===== src/rtl/noc_pkg.sv =====
// Shared NoC router definitions: flit layout, port numbering and arbiter state encoding.
package noc_pkg;

    localparam int FLIT_W    = 34;
    localparam int HEAD_BIT  = FLIT_W - 1;
    localparam int TAIL_BIT  = FLIT_W - 2;
    localparam int NUM_PORTS = 5;

    typedef enum logic [2:0] {
        PORT_N = 3'd0,
        PORT_S = 3'd1,
        PORT_E = 3'd2,
        PORT_W = 3'd3,
        PORT_L = 3'd4
    } port_e;

    typedef logic [FLIT_W-1:0] flit_t;

    typedef enum logic [0:0] {
        ST_IDLE = 1'b0,
        ST_LOCK = 1'b1
    } arb_state_e;

endpackage


===== src/rtl/rr_arbiter.sv =====
// Combinational round-robin picker: first request at or after ptr, wrapping past NPORT-1.
module rr_arbiter #(
    parameter int NPORT = 5,
    parameter int IDX_W = (NPORT > 1) ? $clog2(NPORT) : 1
) (
    input  logic [NPORT-1:0] req,
    input  logic [IDX_W-1:0] ptr,
    output logic [NPORT-1:0] grant,
    output logic [IDX_W-1:0] grant_idx,
    output logic             grant_valid
);

    localparam int SUM_W = IDX_W + 1;

    logic [2*NPORT-1:0] req_dbl;
    logic [NPORT-1:0]   req_rot;
    logic [IDX_W-1:0]   offset;
    logic [SUM_W-1:0]   sum;

    // Rotating a doubled copy puts the request at ptr into bit 0.
    assign req_dbl = {req, req};
    assign req_rot = NPORT'(req_dbl >> ptr);

    always_comb begin
        offset      = '0;
        grant_valid = 1'b0;
        for (int k = NPORT - 1; k >= 0; k--) begin
            if (req_rot[k]) begin
                offset      = IDX_W'(k);
                grant_valid = 1'b1;
            end
        end
    end

    assign sum       = SUM_W'(ptr) + SUM_W'(offset);
    assign grant_idx = (sum >= SUM_W'(NPORT)) ? IDX_W'(sum - SUM_W'(NPORT)) : IDX_W'(sum);

    generate
        for (genvar gi = 0; gi < NPORT; gi++) begin : g_onehot
            assign grant[gi] = grant_valid && (grant_idx == IDX_W'(gi));
        end
    endgenerate

endmodule


===== src/rtl/output_arbiter.sv =====
// Switch arbiter for one router output: wormhole lock per packet, round-robin between
// packets, and a registered valid/ready output stage that sustains one flit per cycle.
module output_arbiter #(
    parameter int FLIT_W = 34,
    parameter int NPORT  = 5
) (
    input  logic                         clk,
    input  logic                         rst,
    input  logic [NPORT-1:0]             req_i,
    input  logic [NPORT-1:0][FLIT_W-1:0] flit_i,
    output logic [NPORT-1:0]             pop_req_o,
    output logic [FLIT_W-1:0]            data_o,
    output logic                         valid_o,
    input  logic                         ready_i
);

    import noc_pkg::*;

    localparam int IDX_W = (NPORT > 1) ? $clog2(NPORT) : 1;
    localparam int HEAD  = FLIT_W - 1;
    localparam int TAIL  = FLIT_W - 2;

    arb_state_e        state_reg, state_next;
    logic [IDX_W-1:0]  grant_reg, grant_next;
    logic [IDX_W-1:0]  rr_ptr_reg, rr_ptr_next;
    logic [FLIT_W-1:0] data_reg;
    logic              valid_reg;

    logic [NPORT-1:0]  arb_grant;
    logic [IDX_W-1:0]  arb_idx;
    logic              arb_valid;
    logic [NPORT-1:0]  lock_onehot;
    logic [NPORT-1:0]  sel_onehot;
    logic [FLIT_W-1:0] sel_flit;
    logic              sel_req;
    logic              out_free;
    logic              load;

    function automatic logic [IDX_W-1:0] wrap_inc(input logic [IDX_W-1:0] p);
        return (p == IDX_W'(NPORT - 1)) ? '0 : p + IDX_W'(1);
    endfunction

    rr_arbiter #(
        .NPORT (NPORT),
        .IDX_W (IDX_W)
    ) u_rr (
        .req         (req_i),
        .ptr         (rr_ptr_reg),
        .grant       (arb_grant),
        .grant_idx   (arb_idx),
        .grant_valid (arb_valid)
    );

    generate
        for (genvar gi = 0; gi < NPORT; gi++) begin : g_port
            assign lock_onehot[gi] = (grant_reg == IDX_W'(gi));
            // Held low during reset so a reset never pops an upstream queue.
            assign pop_req_o[gi]   = load && !rst && sel_onehot[gi];
        end
    endgenerate

    assign out_free   = !valid_reg || ready_i;
    assign sel_onehot = (state_reg == ST_LOCK) ? lock_onehot : arb_grant;
    assign sel_req    = |(req_i & sel_onehot);

    always_comb begin
        sel_flit = '0;
        for (int i = 0; i < NPORT; i++) begin
            if (sel_onehot[i]) begin
                sel_flit = sel_flit | flit_i[i];
            end
        end
    end

    always_comb begin
        state_next  = state_reg;
        grant_next  = grant_reg;
        rr_ptr_next = rr_ptr_reg;
        load        = 1'b0;
        case (state_reg)
            ST_IDLE: begin
                if (out_free && arb_valid) begin
                    load = 1'b1;
                    if (sel_flit[HEAD] && !sel_flit[TAIL]) begin
                        state_next = ST_LOCK;
                        grant_next = arb_idx;
                    end else if (sel_flit[HEAD]) begin
                        rr_ptr_next = wrap_inc(arb_idx);
                    end
                    // A headless flit here is a protocol error: forwarded, never locked.
                end
            end
            ST_LOCK: begin
                if (out_free && sel_req) begin
                    load = 1'b1;
                    if (sel_flit[TAIL]) begin
                        state_next  = ST_IDLE;
                        rr_ptr_next = wrap_inc(grant_reg);
                    end
                end
            end
            default: state_next = ST_IDLE;
        endcase
    end

    always_ff @(posedge clk or posedge rst) begin
        if (rst) begin
            state_reg  <= ST_IDLE;
            grant_reg  <= '0;
            rr_ptr_reg <= IDX_W'(PORT_N);
            data_reg   <= '0;
            valid_reg  <= 1'b0;
        end else begin
            state_reg  <= state_next;
            grant_reg  <= grant_next;
            rr_ptr_reg <= rr_ptr_next;
            if (load) begin
                data_reg  <= sel_flit;
                valid_reg <= 1'b1;
            end else if (ready_i) begin
                valid_reg <= 1'b0;
            end
        end
    end

    assign data_o  = data_reg;
    assign valid_o = valid_reg;

endmodule

===== config.mk =====
export PLATFORM = sky130hd
export DESIGN_NAME = output_arbiter
export DESIGN_NICKNAME = d
export VERILOG_FILES = /design/src/rtl/noc_pkg.sv /design/src/rtl/rr_arbiter.sv /design/src/rtl/output_arbiter.sv
export SDC_FILE = /design/constraint.sdc
export NUM_CORES = 1
export LEC_CHECK = 0
export CORE_ASPECT_RATIO = 0.75
export CORE_UTILIZATION = 38
export CTS_BUF_LIST = sky130_fd_sc_hd__clkbuf_4 sky130_fd_sc_hd__clkbuf_8
export CTS_CLUSTER_DIAMETER = 30
export DETAILED_ROUTE_END_ITERATION = 12
export PLACE_DENSITY = 0.84
export SYNTH_ARGS = -nofsm -noshare
export SYNTH_HDL_FRONTEND = slang
export SYNTH_SLANG_ARGS = --single-unit

===== constraint.sdc =====
create_clock -name clk -period 7.24 [get_ports clk]
set_input_delay 0.724 -clock clk [delete_from_list [all_inputs] [get_ports clk]]
set_output_delay 0.724 -clock clk [all_outputs]
set_load 0.02 [all_outputs]

# [After elaboration in Yosys (flattened, before gate mapping)]
# Index checks and enable logic that the tools add are counted.
# W data, S select, Z words.
[op_classes] n_addsub=4 n_lt_le_gt_ge=1 eq_ne=13 shifts=1 mux=35 bitwise_logic=6 reduce_logical=24
[ops] op="$mux W34" n=5
[ops] op="$or A34 B34 Y34" n=4
[ops] op="$mux W3" n=13
[ops] op="$logic_and A1 B1 Y1" n=14
[ops] op="$mux W1" n=13
[ops] op="$eq A3 B2 Y1 const B" n=4
[ops] op="$shr A10 B3 Y5" n=1
[ops] op="$add A3 B1 Y3 const B" n=2
[ops] op="$eq A3 B1 Y1 const B" n=2
[ops] op="$eq A3 B3 Y1 const B" n=2
[ops] op="$logic_not A3 Y1" n=2
[ops] op="$ne A2 B2 Y1 const B" n=3
[ops] op="$pmux W3 S2" n=1
[ops] op="$and A5 B5 Y5" n=1
[ops] op="$mux W5" n=1
[ops] op="$reduce_and A5 Y1" n=1
[ops] op="$reduce_or A5 Y1" n=1
[ops] op="$add A3 B3 Y4" n=1
[ops] op="$ge A4 B3 Y1 const B" n=1
[ops] op="$ne A2 B1 Y1 const B" n=2
[ops] op="$pmux W1 S2" n=2
[ops] op="$logic_not A1 Y1" n=3
[ops] op="$reduce_and A3 Y1" n=1
[ops] op="$sub A3 B3 Y3 const B" n=1
[ops] op="other kinds (3)" n=3
[totals] ff_bits=42 in_bits=178 out_inout_bits=40

# [Depth between registers and ports, before layout]
# Gate-level depths: netlist of the first run.
[logic_depth] word_depth=26 depth_mapped=28 depth_no_buf=24

# [Cells and area by module]
# Synthesis of the first run repeated with hierarchy kept, for this count alone.
[hier_totals] hier_cells=370 hier_area_um2=3323.2
[modules_own_cells] module="output_arbiter" n_inst=1 cells_each=279 area_each_um2=2670.1
[modules_own_cells] module="rr_arbiter" n_inst=1 cells_each=91 area_each_um2=653.1

# [Worst setup path before layout of the first run]
# OpenSTA, ideal clock, no wires.
[synth_path] path_type="in2out" startpoint="input port req_i[1]" endpoint="output port pop_req_o[4]" t_arrival_ps=5312 setup_slack_ps=1204 cell_stages=22 path_buffers=1 cell_sequence="and2_1 > or3_4 > a311oi_4 > nor2_1 > o21ai_0 > o21ai_0 > ha_1 > fa_1 > inv_1 > ha_1 > nor2b_1 > o21ai_0 > a21oi_1 > xnor2_1 > inv_1 > ha_1 > inv_1 > nor3_1 > a21oi_1 > a21oi_1 > clkbuf_1 > and3_1"
[synth_via] elab_chain_cells=19
[synth_rtl] element="from (decl)" line_no="output_arbiter.sv:9" text="input logic [NPORT-1:0] req_i,"
[synth_rtl] element="$shr A10 B3 Y5 (*)" line_no="rr_arbiter.sv:22" text="assign req_rot = NPORT'(req_dbl >> ptr);"
[synth_rtl] element="$mux W3 (4 in a row)" line_no="rr_arbiter.sv:28" text="if (req_rot[k]) begin"
[synth_rtl] element="$mux W3 (*)" line_no="rr_arbiter.sv:28"
[synth_rtl] element="$add A3 B3 Y4 (*)" line_no="rr_arbiter.sv:35" text="assign sum = SUM_W'(ptr) + SUM_W'(offset);"
[synth_rtl] element="$ge A4 B3 Y1" line_no="rr_arbiter.sv:36" text="assign grant_idx = (sum >= SUM_W'(NPORT)) ? IDX_W'(sum - SUM_W'(NPORT)) : IDX_W'(sum);"
[synth_rtl] element="$mux W3 (*)" line_no="rr_arbiter.sv:36"
[synth_rtl] element="named net arb_idx[0]" line_no="output_arbiter.sv:30" text="logic [IDX_W-1:0] arb_idx;"
[synth_rtl] element="$eq A3 B1 Y1 (tied with other cells)" line_no="rr_arbiter.sv:40" text="assign grant[gi] = grant_valid && (grant_idx == IDX_W'(gi));"
[synth_rtl] element="$logic_and A1 B1 Y1" line_no="rr_arbiter.sv:40"
[synth_rtl] element="$mux W5 (*)" line_no="output_arbiter.sv:63" text="assign sel_onehot = (state_reg == ST_LOCK) ? lock_onehot : arb_grant;"
[synth_rtl] element="$and A5 B5 Y5" line_no="output_arbiter.sv:64" text="assign sel_req = |(req_i & sel_onehot);"
[synth_rtl] element="$reduce_or A5 Y1" line_no="output_arbiter.sv:64"
[synth_rtl] element="$logic_and A1 B1 Y1" line_no="output_arbiter.sv:94" text="if (out_free && sel_req) begin"
[synth_rtl] element="$mux W1" line_no="output_arbiter.sv:94"
[synth_rtl] element="$pmux W1 S2" line_no="output_arbiter.sv:80" text="case (state_reg)"
[synth_rtl] element="$logic_and A1 B1 Y1" line_no="output_arbiter.sv:58" text="assign pop_req_o[gi] = load && !rst && sel_onehot[gi];"
[synth_rtl] element="$logic_and A1 B1 Y1 (*)" line_no="output_arbiter.sv:58"
[synth_rtl] element="to (decl)" line_no="output_arbiter.sv:11" text="output logic [NPORT-1:0] pop_req_o,"
# The timed path passes the listed nets; every way through them passes the cells marked *.

# [Worst setup path after layout of the first run]
[layout_path] startpoint="input port req_i[4]" endpoint="output port pop_req_o[3]"
# The elaborated chain is that of the path after synthesis.

==> impl_summary.md, run 1 <==
Status
The flow ran to the end, and the final reports show no timing, DRC or antenna violations.

Clocking
The number of buffers inserted for hold repair after clock tree synthesis is 0. The number of H-tree levels is 2. The clock root buffer is clkbuf_8. The longest clock path from root to sink contains 2 buffers.

The number of gates resized after CTS was 0. The clock transition time at the flip-flop clock pins of the worst setup and hold paths is ~0.080 ns. The clock latency on the worst-skew pair is 0.29 ns. The tree built by TritonCTS fans out to 42 sinks. The TritonCTS buffer count is 5. The post-CTS setup buffer count is 0.

The CTS tree is done.

Worst hold path
The number of stages on the worst hold path is 2. The hold-critical path endpoint is data_o[32]$_DFFE_PP0P_. The worst hold path begins at data_o[32]$_DFFE_PP0P_. The worst hold path belongs to the class reg -> reg.

Setup path
The cell family contributing the most delay on the critical path is simple AND/OR/NAND/NOR gates. The beginning of the worst register-to-register path is rr_ptr_reg[1]$_DFFE_PP0P_. STA puts the critical path data arrival time at 6.24 ns. The element type at the critical path end is an output pin. The highest-delay cell along the critical path is clkdlybuf4s50_1. The sum of buffers and inverters on the critical path is 3. The most used cell along the critical path is ha_1. The largest single stage delay on the critical path is 0.62 ns.

STA classifies the critical path startpoint as an input pin. The critical path data required time is 6.52 ns. In this run the register-to-register setup slack is 1.23 ns.

The path depth of the worst reg2reg path is 24. The highest net fanout along the worst path is 7. The critical path is of the in -> out type.

Walking the worst path, the cells encountered are clkdlybuf4s50_1, nor2b_1, or3_4, a311oi_4, nor2_1, o21ai_0, o21ai_0, ha_1, fa_1, inv_1, ha_1, nor2b_1, o211ai_1, a21oi_2, mux2i_2, ha_1, ha_1, nand2_1, nand2_1, a21oi_1, a21oi_1, or2_4, and3_1, clkdlybuf4s50_1. The endpoint identified for the worst register-to-register timing path is rr_ptr_reg[0]$_DFFE_PP0P_.

Place
The total placed cells including tap cells is a little under 700. Routability-driven placement finished with a final weighted congestion of approximately 1. Port buffering added around 220 buffers.

The post-place setup slack is 0.243 ns. Detailed placement ended at an HPWL of approximately 11000 um.

Yosys
Yosys mapped a number of flops with a built-in enable equal to 0. The register bit count reported by yosys is 42. The cell count after synthesis came out at 375. The post-synth net total is 569. By area the synthesized netlist is led by dfrtp_1 31%, a222oi_1 10%, a221oi_1 8.3%, a21oi_1 6.2%, ha_1 5.6%. Among all flip-flop cells after synthesis, the most frequent one is dfrtp_1.

The sequential area share after synthesis is 0.312. The share of synthesized area in the top cell type comes to 0.312. The mean instance size in the synthesized netlist is 8.97 um^2. dfrtp_1 takes more of the synthesized area than any other cell. Yosys printed 0 warnings.

The number of different library cells used by synthesis comes to 53. The synthesized netlist occupies a cell area of ~0.0034 mm^2. The share of flip-flops with an asynchronous set or reset after synthesis is 1.00.

Power and ir drop
VDD sags by at most between 0.06 and 0.07 mV. Dividing total power by cell area gives a power density of around 93 mW/mm^2. Summed over all cells, the static leakage comes to around 0.0024 uW.

Die
The die extent in x is around 110 um. The die height is 83.5 um. The number of rows created at floorplan is 29. The effective utilization at floorplan is 0.395. The number of I/O pins is 218.

The die covers 0.00924 mm^2. After floorplanning, the core was sized to cover 0.00853 mm^2.

Layout
The register with the most flip-flops in the layout has 34 of them. In the final design database the tool counted 775 nets. The layout has ~680 filler cells. The repair_antennas step left the layout with diodes totalling 0. Once layout is complete, the utilization of the core stands at 0.670. The share of final-layout standard cells stronger than drive strength 1 is 0.0687. The growth of design area from synthesis to finish is 69.8%. Leaving out fill and tap cells, the most frequent cells in the layout are 216 x clkdlybuf4s50_1, 44 x nor2_1, 42 x dfrtp_1. After the flow finishes, the layout carries non-filler instances totaling 690. The most common cell after layout, fill and taps aside is clkdlybuf4s50_1.

Detailed routing
The number of iterations in the first detailed-routing pass is 8. The via density per instance is 6.09. The detailed router finished its first iteration with ~570 violations. Across all layers, the routed design uses around 4200 vias. For this run, design rule violations remaining after detail routing come to 0. Once detail routing completed, the nets flagged for antenna violations numbered 0. In the final routed layout, each cell accounts on average for 20.5 um. The overall routed net length is between 10000 and 15000 um.

GRT
For met1 alone, demand over resource in global routing was 0.374. Summed over all layers, the global routing overflow is 0. The maximum number of pins on one net before global-route repair is 48.

The first global-routing pass estimated 22100 um of wire. For this run, the total global-route usage over all layers was measured as 0.301. The met3 usage is 0.0748. The layer with the highest usage is met2.

The initial antenna violation count is 0. The number of global-route vias before repair is 4288. The routing usage on met2 is 0.512.

STA
The worst slew margin relative to its limit is 0.563. The total negative slack for setup checks is 0 ns. At the pin with the least slew margin, the transition time is approximately 0.65 ns. The clock arrives with about 0.0032 ns of skew. The count of final setup violators is 0. Timing would allow up to ~0.14 GHz. Setup repair after global routing left no endpoint under its margin. After layout, the worst setup slack is 0.279 ns. The shortest clock period the worst path allows after layout is a little under 7 ns.

The number of max-slew violations in the final report is 0. The number of endpoints with negative hold slack in the final report is 0. Of the available clock period, the critical path in the final layout requires 0.961.

Flow run
Across the run, the number of max-cap violations was 0.
[per-layer routing]
layer	vias up	routed length [um]
met5	-	0
li1	1910	-
met4	0	354
met2	249	6910
met3	33	1200
met1	2007	5710
[Yosys cell counts (3+ instances only)]
library cell and instances:
mux2i_1 11, dfrtp_1 42, nor2b_1 5, o21ai_0 7, nor3b_1 3, a22oi_1 4
a211oi_1 3, buf_2 16, and3_1 6, nand2_1 19, nor2_1 44, nand2b_1 5
a221oi_1 32, clkbuf_1 8, buf_6 5, inv_1 15, a222oi_1 35, ha_1 15
nand3_1 11, mux2_2 4, a21oi_1 42
[power breakdown]
part / leakage, uW / internal [uW] / switching (uW)
registers: 0.000566 / 234 / 0
logic: 0.00174 / 93.8 / 40.8
clock network: 0.0000472 / 76.8 / 86.0
total: 0.00236 / 405 / 127
[worst max path at each step]
stage | cells past startpoint | from | slack (ns) | to
2_1_floorplan | 22 | req_i[1] | 1.20 | pop_req_o[4]
5_1_grt | 24 | req_i[4] | 0.01 | pop_req_o[3]
4_1_cts | 24 | req_i[1] | 0.24 | pop_req_o[3]
3_3_place_gp | 24 | req_i[1] | 0.48 | pop_req_o[3]
6_report | 24 | req_i[4] | 0.28 | pop_req_o[3]
3_5_place_dp | 24 | req_i[1] | 0.24 | pop_req_o[3]
[layout make-up]
type	instances	area, um^2	share of cell area
Clock buffer	6	82.6	0.0145
Clock inverter	2	12.5	0.00219
Inverter	15	56.3	0.00985
Multi-Input combinational cell	288	2110	0.370
Sequential cell	42	1050	0.184
Tap cell	108	135	0.0236
Timing Repair Buffer	229	2260	0.396
[cell families (layout without fill, tap and decap cells)]
group | count (synthesis) | after routing | share of synthesized area
mux | 15 | 15 | 0.0461
buf+inv | 45 | 252 | 0.0684
fa+ha+maj | 16 | 16 | 0.0617
compound gates | 149 | 149 | 0.348
simple gates | 106 | 106 | 0.158
flops | 42 | 42 | 0.312
xor+xnor | 2 | 2 | 0.00521
[worst min-delay path, delay by kind of cell, from the launching register on]
kind | cells | cell delay [ns]
simple gates | 2 | 0.14
flops | 1 | 0.36
[stage by stage]
stage	hold slack [ns]	total power [uW]	cell area, um^2
CTS	0.539	536	5690
global placement	0.495	368	5600
global route	0.549	555	5710
detailed placement	0.517	371	5600
floorplan	0.567	262	3360
finish	0.531	532	5710
Power figures use the tool's default switching activity.
==> run 2: changes to the inputs <==
clock period = 7.44 ns   (was 7.24 ns; I/O delays follow)
==> impl_summary.md, run 2 (same netlist as run 1, synthesis figures left out) <==
STA
Setup violations remaining at the end of the flow were counted as 0. The number of endpoints with negative hold slack in the final report is 0. The worst slew margin relative to its limit is 0.407. At the pin with the least slew margin, the transition time is 0.888 ns. Setup repair after global routing left no endpoint under its margin. The clock tree skew after final layout is 0.00572 ns. The post-route fraction of the period consumed by the critical path is 0.946. The worst path needs 7.04 ns of the cycle, external delays included. The number of max-slew violations in the final report was 0. For this run, the top clock speed supported by timing is 0.142 GHz. The total negative slack for setup checks is 0 ns. The final hold slack is approximately 0.53 ns.

Place
The number of placed instances, taps included, is between 600 and 700. After legalization and detailed placement, the total HPWL measured 10300 um. The count of input and output buffers is 217. The global placer's final weighted congestion is between 0.9 and 1. Summing all placed instances gives a cell area of 0.00558 mm^2.

GRT
For this run, global-route usage on met3 was measured as 0.0668. The number of global-route vias before repair is roughly 4200. The overall global routing resource usage is 0.293. The routing usage on met2 is 0.498.

For this run the aggregate overflow at the end of global routing stands at 0. In this run the most used layer during global routing was met2. Entering global routing, the biggest net connects 48 pins. The initial antenna violation count was 0. The met1 routing resource usage after global routing is 0.371. The global-route wire length before repair is roughly 22000 um.

Worst hold path
The path category of the worst min-delay check is reg -> reg. Counting instances, the worst hold path has a depth of 2. The worst hold path begins at data_o[32]$_DFFE_PP0P_. The worst hold path terminates at data_o[32]$_DFFE_PP0P_.

Die
The die height is 83.5 um. The effective utilization at floorplan is 0.395. After floorplanning, the core was sized to cover 0.00853 mm^2.

The die extent in x is 111 um. The number of rows created at floorplan is 29. 218 I/O pins were placed. The overall die area is 0.00924 mm^2.

Detailed routing
The overall routed net length is 13900 um. The routed wire length per instance is 20.3 um. In this run, the number of DRC markers left after iteration 0 of detailed routing was 661. The number of iterations in the first detailed-routing pass is 9.

Across all layers, the routed design uses 4216 vias. The via density per instance is 6.15. In the routed design, unresolved DRC markers number 0. The number of nets still failing antenna checks after routing is 0.

Clocking
The CTS tree is done. The number of buffers inserted for hold repair after clock tree synthesis is 0. The number of H-tree levels is 2. Clock tree synthesis found a total of 42 sinks. The clock transition time at the flip-flop clock pins of the worst setup and hold paths is 0.08 ns.

The maximum root-to-sink buffer count is 2. Clock tree synthesis inserted a total of 5 buffers. The clock latency on the worst-skew pair is between 0.2 and 0.3 ns.

The clock root buffer is clkbuf_8.

Setup path
The critical path data required time is 6.70 ns. Counting cells, the worst reg-to-reg path comes to 25. Data arrives at the worst endpoint at 6.29 ns.

Of all nets on the critical path, the largest fanout is 33. The worst reg2reg path endpoint is rr_ptr_reg[1]$_DFFE_PP0P_. STA classifies the critical path endpoint as an output pin.

The startpoint-to-endpoint class of the critical path is in -> out. The worst setup path is launched from an input pin. The minimum setup slack among reg-to-reg paths is ~1.4 ns. In this run the critical register-to-register path is launched from rr_ptr_reg[1]$_DFFE_PP0P_.

Power and ir drop
Summed over all cells, the static leakage comes to 0.00234 uW. The power per cell area is 95.9 mW/mm^2. The total chip power is 547 uW. IR analysis of the VDD net gives a maximum drop of around 0.11 mV.

Layout
The cell area after layout is 0.00570 mm^2. The antenna diode count is 0. The share of final-layout standard cells stronger than drive strength 1 is 0.0623. The flip-flop count of the largest register after layout is 34. The finished layout holds ~700 standard cells, fillers aside. The net count reported at finish is 772. The growth of design area from synthesis to finish is 69.5%. The most common cell after layout, fill and taps aside is clkdlybuf4s50_1.

The top cell types in the final layout, fill and taps aside, are 217 x clkdlybuf4s50_1, 44 x nor2_1, 42 x dfrtp_1.

Status
The flow ran to the end, and the final reports show no timing, DRC or antenna violations.

Flow run
Across the run, the number of max-cap violations was 0.
[run 2: cell types whose count changed in the layout (fill, tap and decap cells not counted), sizes merged]
cell	delta
buf	-3
clkdlybuf4s50	+1
bufinv	+1
dlymetal6s2s	-1
clkinv	-1
clkinvlp	-1
[run 2: power by group]
part           leakage, uW  total [uW]  internal [uW]  switching [uW]
combinational      0.00172         130           91.1            39.2
sequential        0.000566         228            228               0
clock            0.0000573         189            108            81.2
[run 2: metal layers]
layer	up-vias	share of wire
met5	-	0
met4	0	0.023
met3	26	0.097
met2	272	0.48
met1	2009	0.40
li1	1909	-
[run 2: critical path: stages]
cell and delay (ns):
clkdlybuf4s50_1 0.53, nor2b_1 0.20, or3_4 0.36, a311oi_4 0.29, o21ai_0 0.15, nand3_1 0.10, o21ai_0 0.10, ha_1 0.26
fa_1 0.51, inv_1 0.07, ha_1 0.24, nor2b_1 0.15, a211oi_1 0.44, o21ai_0 0.24, a41oi_2 0.33, a22o_2 0.71
and3_1 0.26, clkdlybuf4s50_1 0.60
[run 2: layout make-up]
cell class	count	area, um^2
clock buffer	6	82.6
tap	108	135
sequential	42	1050
fill	660	2820
inverter	15	56.3
timing repair buffer	226	2240
multi-input combinational	288	2110
clock inverter	1	30.0
[run 2: what timing repair did]
action / in CTS / in global routing
setup buffers: 0 / 0
endpoints found under the setup margin: 0 / 5
gates resized for setup: 0 / 4
[run 2: worst max path at each step]
stage	depth (start not counted)	slack, ns	end	startpoint
5_1_grt	24	0.03	pop_req_o[1]	req_i[4]
4_1_cts	25	0.30	pop_req_o[1]	req_i[3]
3_3_place_gp	24	0.53	pop_req_o[3]	req_i[4]
2_1_floorplan	22	1.36	pop_req_o[4]	req_i[1]
6_report	18	0.40	pop_req_o[2]	req_i[4]
3_5_place_dp	25	0.31	pop_req_o[1]	req_i[3]
[run 2: metrics by stage]
stage	utilization	setup WS, ns
detailed placement	0.654	0.313
global route	0.669	0.0311
floorplan	-	1.36
global placement	0.654	0.526
CTS	0.667	0.304
finish	0.669	0.404
==> edit (settings of run 1) <==
Reset style: synchronous (`rst`), changed in one clocked block.
--- a/src/rtl/output_arbiter.sv
+++ b/src/rtl/output_arbiter.sv
@@ -103,7 +103,7 @@
         endcase
     end
 
-    always_ff @(posedge clk or posedge rst) begin
+    always_ff @(posedge clk) begin
         if (rst) begin
             state_reg  <= ST_IDLE;
             grant_reg  <= '0;
Formal check against the unedited RTL: differs if rst is asserted again (counterexample within 4 cycles, from zero or initial values and one cycle with rst high); with rst held inactive, the same outputs for 4 cycles.
==> edit against run 1 <==
Synthesized area is 15% higher; first-iteration DRC count is 27% lower; worst setup slack improved by 0.24 ns; sequential cell count stayed put; cell area grew 10%; wire length rose by 8.4%; critical path type unchanged; highest routed layer unchanged.
Power is left out: it rests on default switching activity, and per cell area and clock period it moved more than threefold.
==> edit: results (changes against run 1) <==
| Metric | Value |
|---|---|
| CP Data Arrival Time | `5.99 ns (-0.25 ns)` |
| Post-synthesis adder-cell area fraction | `0.05379 (-0.007942)` |
| Hold endpoint | `data_o[32]$_SDFFE_PP0P_` |
| Worst R2R Path Depth | `27 (+13%)` |
| Final Skew | `0.01099 ns (+0.007754 ns)` |
| Global-route met2 utilization | `0.4658 (-0.04636)` |
| Reg2Reg Setup Slack | `1.35 ns (+0.12 ns)` |
| Antenna diodes | `0 (unchanged)` |
| Layout cells sized above 1 | `0.1231 (+0.05437)` |
| Placed Area | `0.006156 mm² (+9.9%)` |
| Maximum fanout along the worst path | `9 (+2)` |
| Clk_lat worst skew | `0.30 ns` |
| Area contributors post-synth | `dfxtp_1 (22%), a22o_1 (7.9%), a221oi_2 (5.8%), nand2b_1 (5.8%), ha_1 (4.9%)` |
| Reg2Reg Launch Point | `rr_ptr_reg[1]$_SDFFE_PP0P_` |
| Hold depth | `2 (unchanged)` |
| Largest net degree at the start of global routing | `68 (+42%)` |
| Met3 Use GR | `0.04528 (-0.02952)` |
| XOR/XNOR share of the synthesized area | `0.002268 (-0.002938)` |
| Detailed Route WL | `15370 µm (+8.4%)` |
| Setup Buffers After CTS | `0 (unchanged)` |
| 1st-iter DRT viols | `420 (-27%)` |
| HPWL Detailed | `12280 µm (+16%)` |
| Compound-gate portion of the synthesized area | `0.4494 (+0.1010)` |
| Syn nets | `643 (+13%)` |
| First-pass GRT wire length | `22400 µm (+1.3%)` |
| Cell variety after synth | `68 (+28%)` |
| Vias in the first global route | `4381 (+2.2%)` |
| Post-synthesis mux area share | `0.02203 (-0.02408)` |
| Slew margin rel. | `0.5395 (-0.02383)` |
| GPL Wtd Cong | `0.9291 (-4.4%)` |
| PortBufs | `217 (unchanged)` |
| Hold Crit Class | `reg -> reg` |
| Sequential share of the synthesized area | `0.2178 (-0.09463)` |
| Initial DRT Pass Iterations | `5 (-3)` |
| Initial antenna violation count | `0 (unchanged)` |
| Final nets | `851 (+9.8%)` |
| Crit path from | `req_i[2]` |
| CTS clk-pin slew, worst paths | `0.08 ns (about the same)` |
| Synth cell count leaders | `dfxtp_1 (42), nand2b_1 (36), a22o_1 (35), a31oi_1 (26)` |
| Total GRT Usage | `0.2702 (-0.03084)` |
| RR Endpoint | `data_o[11]$_SDFFE_PP0P_` |
| Met1 Usage GRT | `0.3513 (-0.02317)` |
| Post-synth top flop | `dfxtp_1` |
| Critical hold path startpoint | `data_o[32]$_SDFFE_PP0P_` |
| Vias | `4652 (+11%)` |
| H-tree levels | `2 (unchanged)` |
| Synth async-reset ratio | `0 (-1.000)` |
| Status | `finished clean` |
edit: cell families after synthesis:
group	Yosys count
AOI/OAI and AO/OA	205
and+or+nand+nor	125
buffers and inverters	53
DFF	42
adders and majority gates	16
muxes	7
xor gates and xnor gates	1
edit: per-layer routing:
metal / part of all wire / vias to the layer above
met5: 0 / -
met4: 0.017 / 0
met3: 0.069 / 24
met2: 0.49 / 230
met1: 0.42 / 2209
li1: - / 2189
edit: per-stage QoR:
stage               hold slack [ns]   TNS, ns  utilization  worst slack (ns)  cells
global placement             0.4665         0       0.6298            0.2134    782
global route                 0.5395         0       0.6436            0.1741    790
floorplan                    0.5473         0            -             1.051    449
CTS                          0.5048         0       0.6394           0.03433    790
finish                       0.4984         0       0.6436            0.5238    790
detailed placement           0.4924  -0.09818       0.6298          -0.09818    782
edit: critical path, cell delays in order:
cell and delay, ns:
clkdlybuf4s50_1 0.59, buf_4 0.26, mux2i_1 0.19, nand2_1 0.09, o211ai_2 0.20, inv_1 0.06
nor2_1 0.19, fa_1 0.46, inv_1 0.10, ha_1 0.17, nor2b_1 0.18, o21ai_0 0.12
a211oi_2 0.29, mux2_2 0.41, inv_1 0.09, ha_1 0.15, ha_1 0.15, nor2b_1 0.20
o21ai_1 0.12, a22oi_2 0.26, a311oi_4 0.07, a21oi_1 0.18, o21ai_0 0.14, nor3_1 0.31
dlymetal6s2s_1 0.27
edit: final cells by class:
type / instances / area (µm²)
Clock inverter: 3 / 23.77
Inverter: 15 / 56.30
Sequential cell: 42 / 842.1
Fill cell: 862 / 3483
Tap cell: 132 / 165.2
Clock buffer: 5 / 68.82
Timing Repair Buffer: 239 / 2347
Multi-Input combinational cell: 354 / 2788
edit: worst max path at each step:
stage and endpoint:
4_1_cts pop_req_o[4], 2_1_floorplan pop_req_o[4], 6_report pop_req_o[4], 3_5_place_dp pop_req_o[4], 5_1_grt pop_req_o[4], 3_3_place_gp pop_req_o[4]
edit: timing repair:
item,in CTS,in global routing
endpoints found under the setup margin,1,5
gates resized for setup,3,13
endpoints found under the hold margin,0,0
